==> src/rtl/pll_reset_sequencer.sv <==
// Ordered reset release after PLL lock: SDRAM controller first, then system
// once the SDRAM power-up wait and init-done handshake have both completed.
module pll_reset_sequencer #(
    parameter int SYNC_STAGES         = 2,
    parameter int LOCK_STABLE_CYCLES  = 1024,
    parameter int SDRAM_WAIT_CYCLES   = 10000,
    parameter int INIT_TIMEOUT_CYCLES = 65536,
    parameter int CNT_WIDTH           = 17
) (
    input  logic       clock,
    input  logic       reset,
    input  logic       pll_locked,
    input  logic       sdram_init_done,
    output logic       sdram_reset,
    output logic       system_reset,
    output logic [1:0] state,
    output logic [7:0] lock_loss_count,
    output logic       init_timeout
);

    typedef enum logic [1:0] {
        S_HOLD   = 2'd0,
        S_STABLE = 2'd1,
        S_INIT   = 2'd2,
        S_RUN    = 2'd3
    } state_t;

    localparam logic [CNT_WIDTH-1:0] C_STABLE_LAST = CNT_WIDTH'(LOCK_STABLE_CYCLES - 1);
    localparam logic [CNT_WIDTH-1:0] C_WAIT_LAST   = CNT_WIDTH'(SDRAM_WAIT_CYCLES - 1);
    localparam logic [CNT_WIDTH-1:0] C_TO_LAST     = CNT_WIDTH'(INIT_TIMEOUT_CYCLES - 1);
    localparam logic [CNT_WIDTH-1:0] C_ONE         = CNT_WIDTH'(1);

    logic [SYNC_STAGES-1:0] r_sync;
    state_t                 r_state;
    logic [CNT_WIDTH-1:0]   r_cnt;
    logic                   r_sdram_reset;
    logic                   r_system_reset;
    logic [7:0]             r_loss_cnt;
    logic                   r_timeout;

    state_t                 w_state_nxt;
    logic [CNT_WIDTH-1:0]   w_cnt_nxt;
    logic                   w_locked;
    logic                   w_loss;
    logic                   w_timeout;

    assign w_locked = r_sync[SYNC_STAGES-1];

    always_ff @(posedge clock or posedge reset) begin
        if (reset) begin
            r_sync <= '0;
        end else begin
            r_sync <= {r_sync[SYNC_STAGES-2:0], pll_locked};
        end
    end

    // Lock loss outranks both completion and timeout in every locked state.
    always_comb begin
        w_state_nxt = r_state;
        w_cnt_nxt   = r_cnt;
        w_loss      = 1'b0;
        w_timeout   = 1'b0;
        unique case (r_state)
            S_HOLD: begin
                w_cnt_nxt = '0;
                if (w_locked) begin
                    w_state_nxt = S_STABLE;
                end
            end
            S_STABLE: begin
                if (!w_locked) begin
                    w_state_nxt = S_HOLD;
                    w_cnt_nxt   = '0;
                    w_loss      = 1'b1;
                end else if (r_cnt == C_STABLE_LAST) begin
                    w_state_nxt = S_INIT;
                    w_cnt_nxt   = '0;
                end else begin
                    w_cnt_nxt = r_cnt + C_ONE;
                end
            end
            S_INIT: begin
                if (!w_locked) begin
                    w_state_nxt = S_HOLD;
                    w_cnt_nxt   = '0;
                    w_loss      = 1'b1;
                end else if (r_cnt >= C_WAIT_LAST && sdram_init_done) begin
                    w_state_nxt = S_RUN;
                    w_cnt_nxt   = '0;
                end else if (r_cnt == C_TO_LAST) begin
                    w_state_nxt = S_STABLE;
                    w_cnt_nxt   = '0;
                    w_timeout   = 1'b1;
                end else begin
                    w_cnt_nxt = r_cnt + C_ONE;
                end
            end
            S_RUN: begin
                w_cnt_nxt = '0;
                if (!w_locked) begin
                    w_state_nxt = S_HOLD;
                    w_loss      = 1'b1;
                end
            end
            default: begin
                w_state_nxt = S_HOLD;
                w_cnt_nxt   = '0;
            end
        endcase
    end

    // Reset outputs are decoded from the next state so they change with it.
    always_ff @(posedge clock or posedge reset) begin
        if (reset) begin
            r_state        <= S_HOLD;
            r_cnt          <= '0;
            r_sdram_reset  <= 1'b1;
            r_system_reset <= 1'b1;
            r_loss_cnt     <= '0;
            r_timeout      <= 1'b0;
        end else begin
            r_state        <= w_state_nxt;
            r_cnt          <= w_cnt_nxt;
            r_sdram_reset  <= (w_state_nxt == S_HOLD) || (w_state_nxt == S_STABLE);
            r_system_reset <= (w_state_nxt != S_RUN);
            if (w_loss && r_loss_cnt != 8'hFF) begin
                r_loss_cnt <= r_loss_cnt + 8'd1;
            end
            if (w_timeout) begin
                r_timeout <= 1'b1;
            end
        end
    end

    assign sdram_reset     = r_sdram_reset;
    assign system_reset    = r_system_reset;
    assign state           = r_state;
    assign lock_loss_count = r_loss_cnt;
    assign init_timeout    = r_timeout;

endmodule

==> config.mk <==
export PLATFORM = sky130hd
export DESIGN_NAME = pll_reset_sequencer
export DESIGN_NICKNAME = d
export VERILOG_FILES = /design/src/rtl/pll_reset_sequencer.sv
export SDC_FILE = /design/constraint.sdc
export NUM_CORES = 1
export LEC_CHECK = 0
export CAP_MARGIN = 30
export CORE_MARGIN = 2
export CORE_UTILIZATION = 60
export DETAILED_ROUTE_END_ITERATION = 7
export GPL_TIMING_DRIVEN = 0
export MAX_ROUTING_LAYER = met4
export PLACE_DENSITY = 0.84
export SYNTH_ARGS = -nofsm -noshare
export SYNTH_HDL_FRONTEND = slang
export SYNTH_SLANG_ARGS = --single-unit
==> constraint.sdc <==
create_clock -name clock -period 3.7 [get_ports clock]
set_input_delay 0.925 -clock clock [delete_from_list [all_inputs] [get_ports clock]]
set_output_delay 0.925 -clock clock [all_outputs]
set_load 0.03 [all_outputs]
Word-level counts from Yosys, hierarchy flattened
Cells that the tools add are included.
- logic and storage cells: 45
- flip-flop bits (word level): 32
- output and inout bits: 13
- input bits: 4
- reductions and logical operators: 7
- magnitude comparators: 1
- muxes and demuxes: 20
- equal/unequal tests: 8
- add/subtract/negate cells: 2
- operators by type and width (cell ; number):
    $mux 17 ; 5
    $pmux 17 s3 ; 1
    $add 17x1->17 const B ; 1
    $eq 17x10->1 const B ; 1
    $eq 17x16->1 const B ; 1
    $ge 17x14->1 const B ; 1
    $mux 2 ; 7
    $add 8x1->8 const B ; 1
    $ne 8x8->1 const B ; 1
    $pmux 2 s4 ; 1
    $mux 1 ; 6
    $eq 2x1->1 const B ; 2
    $eq 2x2->1 const B ; 2
    $logic_not 2->1 ; 2
    $reduce_or 3->1 ; 1
    $logic_and 1x1->1 ; 2
    $ne 2x2->1 const B ; 1
    $reduce_or 2->1 ; 1
    $logic_or 1x1->1 ; 1

Longest topological paths before layout
Gate-level depths: netlist (run 1).
- depth in word-level cells: 7
- depth in mapped cells: 9
- mapped depth without buffers: 8

Worst setup path after synthesis (run 1)
Ideal clock, no wire load.
- path kind: input-to-reg
- start: in sdram_init_done
- end: reg r_cnt[0]
- buffers on the path: 1
- setup slack: 1.668 ns
- data required time: 3.577 ns
- arrival time: 1.910 ns
- stages on the path: 5
- setup time: 0.123 ns
- path through: nand3_1 or4_4 o2111ai_4 buf_6 a21oi_1
- word-level cells in the longest chain between the ends: 4
- RTL lines (element ; line ; RTL):
    from (decl) ; 13 ; input logic sdram_init_done,
    $logic_and 1x1->1 ; 87 ; end else if (r_cnt >= C_WAIT_LAST && sdram_init_done) begin
    $mux 17 ; 87 ;
    $mux 17 ; 83 ; if (!w_locked) begin
    $pmux 17 s3 ; 63 ; unique case (r_state)
    named net w_cnt_nxt[0] ; 42 ; logic [CNT_WIDTH-1:0] w_cnt_nxt;
    to (signal assigned) ; 123 ; r_cnt <= w_cnt_nxt;
    to (decl) ; 35 ; logic [CNT_WIDTH-1:0] r_cnt;
The timed path passes the listed nets, and every way through them passes these cells.
A chain may end at the register's enable or synchronous reset.

Worst setup path in the final report (run 1)
- start: reg r_state[1], in the netlist state[1]
- end: out state[1]
- RTL lines (element ; line ; RTL):
    from (decl) ; 34 ; state_t r_state;
    from (signal assigned) ; 122 ; r_state <= w_state_nxt;
    to (decl) ; 16 ; output logic [1:0] state,
No word-level cell between the ends.

==> results of run 1 <==
[layout by cell type, fill, tap and decap left out, types with 5 or more instances in the layout]
cell type / instances
dfrtp_1: 30
clkdlybuf4s50_1: 16
a21oi_1: 14
xnor2_1: 11
nand2_1: 9
xor2_1: 9
nand3_1: 7
inv_1: 7
nor2_1: 5
nor4_1: 5
clkbuf_4: 5
[cells in the mapped netlist (all sizes together)]
master / instances
a21bo: 1
a21boi: 1
a21o: 1
a21oi: 14
a22oi: 1
a311oi: 1
a31o: 1
a32o: 1
a32oi: 1
a41o: 1
a41oi: 1
and3: 4
and4: 3
and4bb: 1
buf: 2
clkbuf: 1
dfrtp: 30
dfstp: 2
ha: 4
inv: 7
mux2: 1
nand2: 10
nand3: 8
nand4: 4
nor2: 5
nor3: 4
nor4: 5
o2111ai: 2
o211ai: 1
o21a: 1
o21ai: 4
o21bai: 2
o41ai: 1
or3: 3
or4: 1
xnor2: 11
xor2: 9
[registers in the layout (all words and copies together), names as in the netlist]
| name | flops |
|---|---|
| system_reset | 1 |
| r_sync | 2 |
| init_timeout | 1 |
| lock_loss_count | 8 |
| sdram_reset | 1 |
| state | 2 |
| r_cnt | 17 |
[through the flow]
| stage | util | hold WS [ns] | cells | worst slack (ns) | cell area (um2) |
|---|---|---|---|---|---|
| after floorplan | - | 0.331 | 150 | 1.67 | 1640 |
| after global placement | 0.728 | 0.334 | 196 | 1.08 | 1840 |
| after detailed placement | 0.739 | 0.347 | 197 | 1.03 | 1860 |
| after CTS | 0.764 | 0.375 | 204 | 1.25 | 1930 |
| after global routing | 0.764 | 0.386 | 204 | 1.18 | 1930 |
| final | 0.764 | 0.365 | 204 | 1.26 | 1930 |
[report_power, final]
part	leakage, nW	switching (mW)	internal (mW)
Combinational	0.326	0.113	0.0914
Clock	0.0374	0.112	0.108
Sequential	0.422	0.0454	0.384
Total	0.786	0.271	0.583
[worst min-delay path by stage]
stage / startpoint / to / slack (ns) / cells past startpoint
floorplan: r_sync[0] / r_sync[1] / 0.33 / 0
global placement: r_sync[0] / r_sync[1] / 0.33 / 0
detailed placement: r_sync[0] / r_sync[1] / 0.35 / 0
CTS: r_sync[0] / r_sync[1] / 0.37 / 0
global route: r_sync[0] / r_sync[1] / 0.39 / 0
finish: r_sync[0] / r_sync[1] / 0.37 / 0
[cell type report]
cell class	instances	area, um2
Fill cell	180	594
Inverter	7	26.3
Buffer	3	23.8
Clock buffer	7	65.1
Multi-Input combinational cell	108	785
Tap cell	30	37.5
Sequential cell	32	803
Timing Repair Buffer	17	188
[kinds of logic (layout without fill, tap and decap cells)]
logic type / after synthesis / count (layout)
AO/OA/AOI/OAI: 35 / 35
multiplexers: 1 / 1
AND/OR/NAND/NOR: 48 / 48
XOR/XNOR: 20 / 20
flip-flops: 32 / 32
adder cells (fa/ha/maj): 4 / 4
buffers and inverters: 10 / 34
[per-layer routing]
layer	global-route usage	vias up	routed length (um)
met4	0.122	0	126
met1	0.284	634	1450
met3	0.0907	15	115
met2	0.388	26	1590
li1	-	599	-
met5	-	-	0
==> flow_summary.json, run 1 <==
{
  "run_status": "completed",
  "critical_path.n_buffers_inverters": 1,
  "post_synth.cell_area_avg_um2": 10.9,
  "die-width_um": 56.2,
  "final.setup.tns_ns": 0,
  "cts_htree_levels": 2,
  "grt-ovfl-total": 0,
  "endpoint_kind": "output port",
  "cts_made_buffers": 5,
  "port_buffers": 16,
  "vias": 1274,
  "cp_cell_sequence": "clkdlybuf4s50_1",
  "total_power_mw": 0.854,
  "critPathRequiredTime_ns": 2.77,
  "synthXorXnorAreaFrac": 0.107,
  "grt_start_max_net_pins": 22,
  "clk_root_buffer_cell": "clkbuf_4",
  "cpLargestDelayFamily": "buffers and inverters",
  "placementRows": 18,
  "max-vdd-ir-drop_v": 0.000618,
  "globalRouteTotalUtil": 0.249,
  "routed_wirelength_mm": 3.28,
  "detail-route-antenna-nets": 0,
  "top_level_ports": 17,
  "post_synth_num_cell_types": 44,
  "clk_pin_slew_ns": 0.10,
  "sequential_fraction_of_the_synthesis_area": 0.490,
  "worst_path_max_delay_cell": "clkdlybuf4s50_1",
  "critPathKind": "reg -> out",
  "cts.sinks": 32,
  "yosysTopAreaCell": "dfrtp_1",
  "synth-compound-area-share": 0.160,
  "grt_antenna_before_repair": 0,
  "tritoncts": "done",
  "area_growth_pct": 17.7,
  "maxSlewViolCount": 0,
  "cp.depth": 1,
  "timing.critical_path.arrival_ns": 1.52,
  "grt_pass1_wl_mm": 5.87,
  "hpwl_mm": 2.43,
  "critPathLaunchType": "flop",
  "area_share_of_the_largest_cell_type_after_synthesis": 0.458,
  "synth.mux.area_fraction": 0.00688,
  "final-setup-viol-count": 0,
  "synth_seq_cells": 32,
  "unrepaired_setup_endpoints_after_global_routing": "false",
  "detailedRoute.firstPassIterationCount": 4,
  "synth_adder_area_share": 0.0306,
  "crit-reg2reg-launch": "r_cnt[0]",
  "drv.max_cap_violation_count": 0,
  "startpoint": "state[1]",
  "critical_path.endpoint": "state[1]",
  "worst-slew-pin-transition_ns": 0.523,
  "yosys.area_share.simple": 0.174,
  "remaining_drc_errors": 0,
  "finalNetCount": 182,
  "syn_inst": 150,
  "die_area_um2": 3160,
  "critical_path.reg2reg.endpoint": "r_cnt[7]",
  "antenna_cells_inserted": 0,
  "critPathMaxStageDelay_ns": 0.71,
  "synth_top_family_by_area": "simple AND/OR/NAND/NOR gates",
  "buffers_from_clock_root_to_sink_at_most": 2,
  "power_per_cell_area_nw_per_um2": 443,
  "reg2reg_setup_slack_ns": 1.55,
  "synth-warning-count": 0,
  "drive_gt1_frac": 0.138,
  "timing.final.crit_period_ns": 2.44,
  "place_congestion": 0.840,
  "timing.final.crit_share": 0.660,
  "timing.critical_path.fanout_max": 7,
  "starting_density_of_the_core": 0.649,
  "slew-limit-headroom": 0.651,
  "min-delay-path-class": "reg -> reg",
  "holdBufCountCts": 0,
  "postCtsSetupBuffers": 0,
  "synth_top_cells_by_area": "dfrtp_1 (46%), xnor2_1 (5.9%), xor2_1 (4.8%)",
  "clk-insertion-delay-late_ns": 0.33,
  "die_height_um": 56.2,
  "syn_area_um2": 1640,
  "syn-num-nets": 158,
  "timing.reg2reg.worst_path_depth": 9,
  "avgViaCountPerCell": 6.25,
  "route.detailed.wl_per_inst_um": 16.1,
  "first_global_vias": 1300,
  "hold_violations": 0,
  "post_cts_resize_count": 0,
  "drt_first_iter_violations": 29,
  "core_area_um2": 2520,
  "max_freq_mhz": 410,
  "leakage_nw": 0.786,
  "final.setup_skew_ns": 0.00889
}
Note: power is estimated with default switching activity, not from simulation.
==> inputs of run 2 (changes only) <==
- CORE_UTILIZATION: 60 -> 55
- PLACE_DENSITY: 0.84 -> 0.78
- clock period: 3.7 -> 2.3 ns (I/O delays scaled with it)
==> run 2 against run 1 <==
Cell count up 0.98%. Clock-buffer cell count rose by 1. Sequential power increased by 61%. Sequential cell count unchanged. Clock skew grew 0.0026 ns.
==> flow_summary.json, run 2 (synthesized netlist as in run 1, its figures left out) <==
{
  "timing.final.crit_share": 0.918,
  "final.setup.tns_ns": 0,
  "grt_pass1_wl_mm": 5.22,
  "globalRouteTotalUtil": 0.212,
  "worst-slew-pin-transition_ns": 0.491,
  "tritoncts": "done",
  "grt-ovfl-total": 0,
  "critPathKind": "reg -> reg",
  "core_area_um2": 2780,
  "die_height_um": 58.6,
  "clk-insertion-delay-late_ns": 0.33,
  "most-common-layout-cells": "dfrtp_1 (30), clkdlybuf4s50_1 (16), a21oi_1 (14)",
  "first_global_vias": 1199,
  "power_per_cell_area_nw_per_um2": 710,
  "clk_pin_slew_ns": 0.09,
  "holdBufCountCts": 0,
  "cts_htree_levels": 2,
  "detail-route-antenna-nets": 0,
  "drive_gt1_frac": 0.143,
  "place_congestion": 0.857,
  "pwr-share-clk": 0.260,
  "drv.max_cap_violation_count": 0,
  "die_area_um2": 3430,
  "die-width_um": 58.6,
  "min-delay-path-class": "reg -> reg",
  "endpoint_kind": "flop",
  "total_switching_power_mw": 0.432,
  "final.setup_skew_ns": 0.0115,
  "critPathLaunchType": "flop",
  "timing.final.crit_period_ns": 2.11,
  "power.share.sequential": 0.502,
  "timing.critical_path.arrival_ns": 2.32,
  "drt_first_iter_violations": 61,
  "antenna_cells_inserted": 0,
  "detailedRoute.firstPassIterationCount": 5,
  "buffers_from_clock_root_to_sink_at_most": 2,
  "cts.sinks": 32,
  "maxSlewViolCount": 0,
  "grt_start_max_net_pins": 24,
  "cell_internal_pwr_mw": 0.944,
  "power.share.combinational": 0.238,
  "placementRows": 19,
  "route.detailed.wl_per_inst_um": 14.9,
  "port_buffers": 16,
  "hold_violations": 0,
  "largest_reg_flops": 17,
  "registers.top_by_ff_count": "r_cnt",
  "max_freq_mhz": 474,
  "cts_made_buffers": 5,
  "run_status": "completed",
  "netSwitchingFraction": 0.314,
  "hpwl_mm": 2.24,
  "max-vdd-ir-drop_v": 0.000935,
  "avgViaCountPerCell": 6.00,
  "final-setup-viol-count": 0,
  "slew-limit-headroom": 0.671,
  "remaining_drc_errors": 0,
  "unrepaired_setup_endpoints_after_global_routing": "false",
  "timing.critical_path.fanout_max": 10,
  "finalNetCount": 182,
  "final.fill_count": 219,
  "final_common_cell": "dfrtp_1",
  "clk_root_buffer_cell": "clkbuf_4",
  "area_growth_pct": 18.3,
  "worst_hold_slack_ns": 0.356,
  "starting_density_of_the_core": 0.589,
  "leakage_nw": 0.787,
  "critPathRequiredTime_ns": 2.51,
  "layout.core_utilization": 0.697,
  "vias": 1236,
  "routed_wirelength_mm": 3.07,
  "grt_antenna_before_repair": 0,
  "top_level_ports": 17
}
## run 2: cell count changes in the layout (fill, tap and decap cells not counted), sizes merged
cell	before	now
clkbuf	8	9
## run 2: what timing repair did
action                     in CTS  in global routing
setup endpoints to repair       0                  4
resized for setup               0                  1
hold endpoints to repair        0                  0
buffers inserted                0                  0
## run 2: final timing paths
kind | from | to | slack (ns) | cells after the start
worst max-delay path | r_cnt[0] | r_cnt[7] | 0.19 | 9
min in group asynchronous | reset | init_timeout | 0.53 | 2
worst min register to register | r_sync[0] | r_sync[1] | 0.36 | 0
worst min-delay path | r_sync[0] | r_sync[1] | 0.36 | 0
worst max register to register | r_cnt[0] | r_cnt[7] | 0.19 | 9
max in group asynchronous | reset | r_cnt[9] | 1.30 | 3
## run 2: worst max-delay path, cell delays in order (launching register included)
cell and delay [ns]:
dfrtp_1 0.41, ha_1 0.22, nand3_2 0.20, nor3_2 0.27
and3_1 0.21, ha_1 0.20, inv_1 0.10, o2111ai_4 0.12
buf_6 0.19, a21oi_1 0.07
## run 2: per-layer routing
| metal | global-route usage | vias to the layer above | wire length [um] |
|---|---|---|---|
| met1 | 0.265 | 610 | 1450 |
| met4 | 0.130 | 0 | 67 |
| met2 | 0.311 | 17 | 1460 |
| li1 | - | 602 | - |
| met3 | 0.0505 | 7 | 87 |
| met5 | - | - | 0 |
## run 2: power by group through the flow
stage                     combinational (mW)  clock, mW  sequential (mW)
after floorplan                       0.0925          0            0.791
after global placement                 0.321          0            0.696
after detailed placement               0.331          0            0.701
final                                  0.328      0.358            0.690
after global routing                   0.351      0.388            0.702
after CTS                              0.332      0.371            0.690
## run 2: cell type report
| type | instances | area, um2 | area share |
|---|---|---|---|
| flip-flops and latches | 32 | 803 | 0.414 |
| clock buffers | 8 | 68.8 | 0.0355 |
| plain buffers | 3 | 23.8 | 0.0123 |
| repair buffers | 17 | 188 | 0.0968 |
| multi-input cells | 108 | 790 | 0.407 |
| well taps | 31 | 38.8 | 0.0200 |
| inverters | 7 | 26.3 | 0.0136 |
## run 2: stage by stage
step | cells | power (mW) | instance area (um2) | worst slack (ns)
after floorplan | 150 | 0.884 | 1640 | 0.437
after global placement | 197 | 1.02 | 1840 | 0.00954
after detailed placement | 198 | 1.03 | 1860 | -0.0201
after CTS | 206 | 1.39 | 1930 | 0.121
after global routing | 206 | 1.44 | 1940 | 0.0381
final | 206 | 1.38 | 1940 | 0.189
==> inputs of run 3 (changes only) <==
- CORE_UTILIZATION: 55 -> 58
- CTS_BUF_LIST: not set -> sky130_fd_sc_hd__clkbuf_4
- PLACE_DENSITY: 0.78 -> 0.81
- TNS_END_PERCENT: not set -> 5
==> run 3 against run 2 <==
Cell count unchanged. Via count grew 3.1%. Sequential share of layout area rose by 0.38 points. Worst hold slack worse by 0.00084 ns. Cell area fell by 0.90%. Largest power group unchanged. Highest routed layer unchanged.
==> flow_summary.json, run 3 (synthesized netlist as in run 1, its figures left out) <==
{
  "run_status": "completed",
  "unrepaired_setup_endpoints_after_global_routing": "false",
  "grt_antenna_before_repair": 0,
  "drt_first_iter_violations": 40,
  "critPathLaunchType": "flop",
  "cp_cell_sequence": "ha_1, nand3_2, nor3_2, and3_1, ha_1, inv_1, o2111ai_4, buf_6, a21oi_1",
  "worst-slew-pin-transition_ns": 0.498,
  "reg2reg_setup_slack_ns": 0.16,
  "timing.critical_path.fanout_max": 10,
  "cts_htree_levels": 2,
  "place_congestion": 0.839,
  "finalInstanceArea_um2": 1920,
  "largest_reg_flops": 17,
  "hold_violations": 0,
  "route.detailed.wl_per_inst_um": 16.1,
  "port_buffers": 16,
  "clk_root_buffer_cell": "clkbuf_4",
  "timing.final.crit_period_ns": 2.14,
  "grt_pass1_wl_mm": 5.70,
  "min-delay-path-class": "reg -> reg",
  "cpLargestDelayFamily": "simple AND/OR/NAND/NOR gates",
  "final.fill_count": 212,
  "avgViaCountPerCell": 6.18,
  "first_global_vias": 1327,
  "remaining_drc_errors": 0,
  "vias": 1274,
  "pre_cts_slack_ns": -0.0309,
  "routed_wirelength_mm": 3.32,
  "postCtsSetupBuffers": 0,
  "final-setup-viol-count": 0,
  "crit-reg2reg-launch": "r_cnt[0]",
  "timing.final.crit_share": 0.932,
  "detailedRoute.firstPassIterationCount": 4,
  "grt_start_max_net_pins": 23,
  "registers.top_by_ff_count": "r_cnt",
  "antenna_cells_inserted": 0,
  "finalNetCount": 182,
  "buffers_from_clock_root_to_sink_at_most": 2,
  "area_growth_pct": 17.3,
  "core_area_um2": 2710,
  "clk-insertion-delay-late_ns": 0.34,
  "final.setup.tns_ns": 0,
  "timing.critical_path.arrival_ns": 2.38,
  "critical_path.reg2reg.endpoint": "r_cnt[8]",
  "power_per_cell_area_nw_per_um2": 692,
  "holdCritStartpoint": "r_sync[0]",
  "cts_made_buffers": 5,
  "top_level_ports": 17,
  "clk_pin_slew_ns": 0.09,
  "final_common_cell": "dfrtp_1",
  "tritoncts": "done",
  "cts.sinks": 32,
  "globalRouteTotalUtil": 0.236,
  "placed_area_um2": 1860,
  "most-common-layout-cells": "dfrtp_1 (30), clkdlybuf4s50_1 (16), a21oi_1 (14)",
  "drv.max_cap_violation_count": 0,
  "endpoint_worst_hold": "r_sync[1]",
  "die_area_um2": 3260,
  "die_height_um": 57.1,
  "max_freq_mhz": 466,
  "slew-limit-headroom": 0.665,
  "timing.reg2reg.worst_path_depth": 9,
  "hold_path_depth": 0,
  "drive_gt1_frac": 0.143,
  "critical_path.n_buffers_inverters": 2,
  "max-vdd-ir-drop_v": 0.000725,
  "grt-ovfl-total": 0,
  "maxSlewViolCount": 0,
  "worst_path_max_delay_cell": "dfrtp_1",
  "post-route-worst-setup-slack_ns": 0.156,
  "cpMostUsedCell": "ha_1",
  "hpwl_mm": 2.46,
  "detail-route-antenna-nets": 0,
  "critPathMaxStageDelay_ns": 0.43,
  "leakage_nw": 0.781,
  "endpoint_kind": "flop",
  "critPathKind": "reg -> reg",
  "final.setup_skew_ns": 0.00553,
  "critPathRequiredTime_ns": 2.53,
  "holdBufCountCts": 0,
  "placementRows": 19,
  "die-width_um": 57.1,
  "starting_density_of_the_core": 0.604
}
==> run 3: area by class of cell <==
| class | count | area [um2] | area share |
|---|---|---|---|
| inverter | 7 | 26.3 | 0.0137 |
| tap | 31 | 38.8 | 0.0202 |
| buffer | 3 | 23.8 | 0.0124 |
| multi-input combinational | 108 | 790 | 0.411 |
| clock buffer | 5 | 37.5 | 0.0195 |
| sequential | 32 | 803 | 0.418 |
| clock inverter | 3 | 13.8 | 0.00717 |
| timing repair buffer | 17 | 188 | 0.0977 |
==> run 3: worst register-to-register path, cell delays in order, from the launching register on <==
cell,delay (ns)
dfrtp_1,0.43
ha_1,0.23
nand3_2,0.20
nor3_2,0.27
and3_1,0.21
ha_1,0.20
inv_1,0.10
o2111ai_4,0.13
buf_6,0.19
a21oi_1,0.08
==> run 3: metrics by stage <==
| stage | instances | hold slack (ns) | power [mW] | utilization |
|---|---|---|---|---|
| finish | 206 | 0.355 | 1.33 | 0.709 |
| global route | 206 | 0.375 | 1.39 | 0.709 |
| CTS | 206 | 0.365 | 1.34 | 0.707 |
| detailed placement | 198 | 0.337 | 1.04 | 0.688 |
| global placement | 197 | 0.333 | 1.02 | 0.678 |
| floorplan | 150 | 0.331 | 0.884 | - |
==> run 3: metal layers <==
metal	up-vias	wire (um)	GRT usage
li1	601	-	-
met1	634	1450	0.273
met2	29	1650	0.360
met3	10	140	0.0544
met4	0	83	0.169
met5	-	0	-
==> run 3: worst max path at each step <==
stage,start,end,slack (ns),depth (start not counted)
finish,r_cnt[0],r_cnt[8],0.16,9
global route,r_cnt[0],r_cnt[8],0.006,9
CTS,r_cnt[0],r_cnt[8],0.12,9
detailed placement,sdram_init_done,r_cnt[8],-0.03,6
global placement,sdram_init_done,r_cnt[10],0.02,6
floorplan,r_cnt[0],r_cnt[0],0.44,9
==> run 3: power by group <==
group | leakage (nW) | internal, mW | switching (mW) | total (mW)
Combinational | 0.326 | 0.148 | 0.183 | 0.332
Clock | 0.0324 | 0.112 | 0.193 | 0.305
Sequential | 0.422 | 0.617 | 0.0746 | 0.692
==> run 3: repair_timing <==
item,CTS,global route
resized for setup,0,1
setup endpoints to repair,0,10
endpoints found under the hold margin,0,0
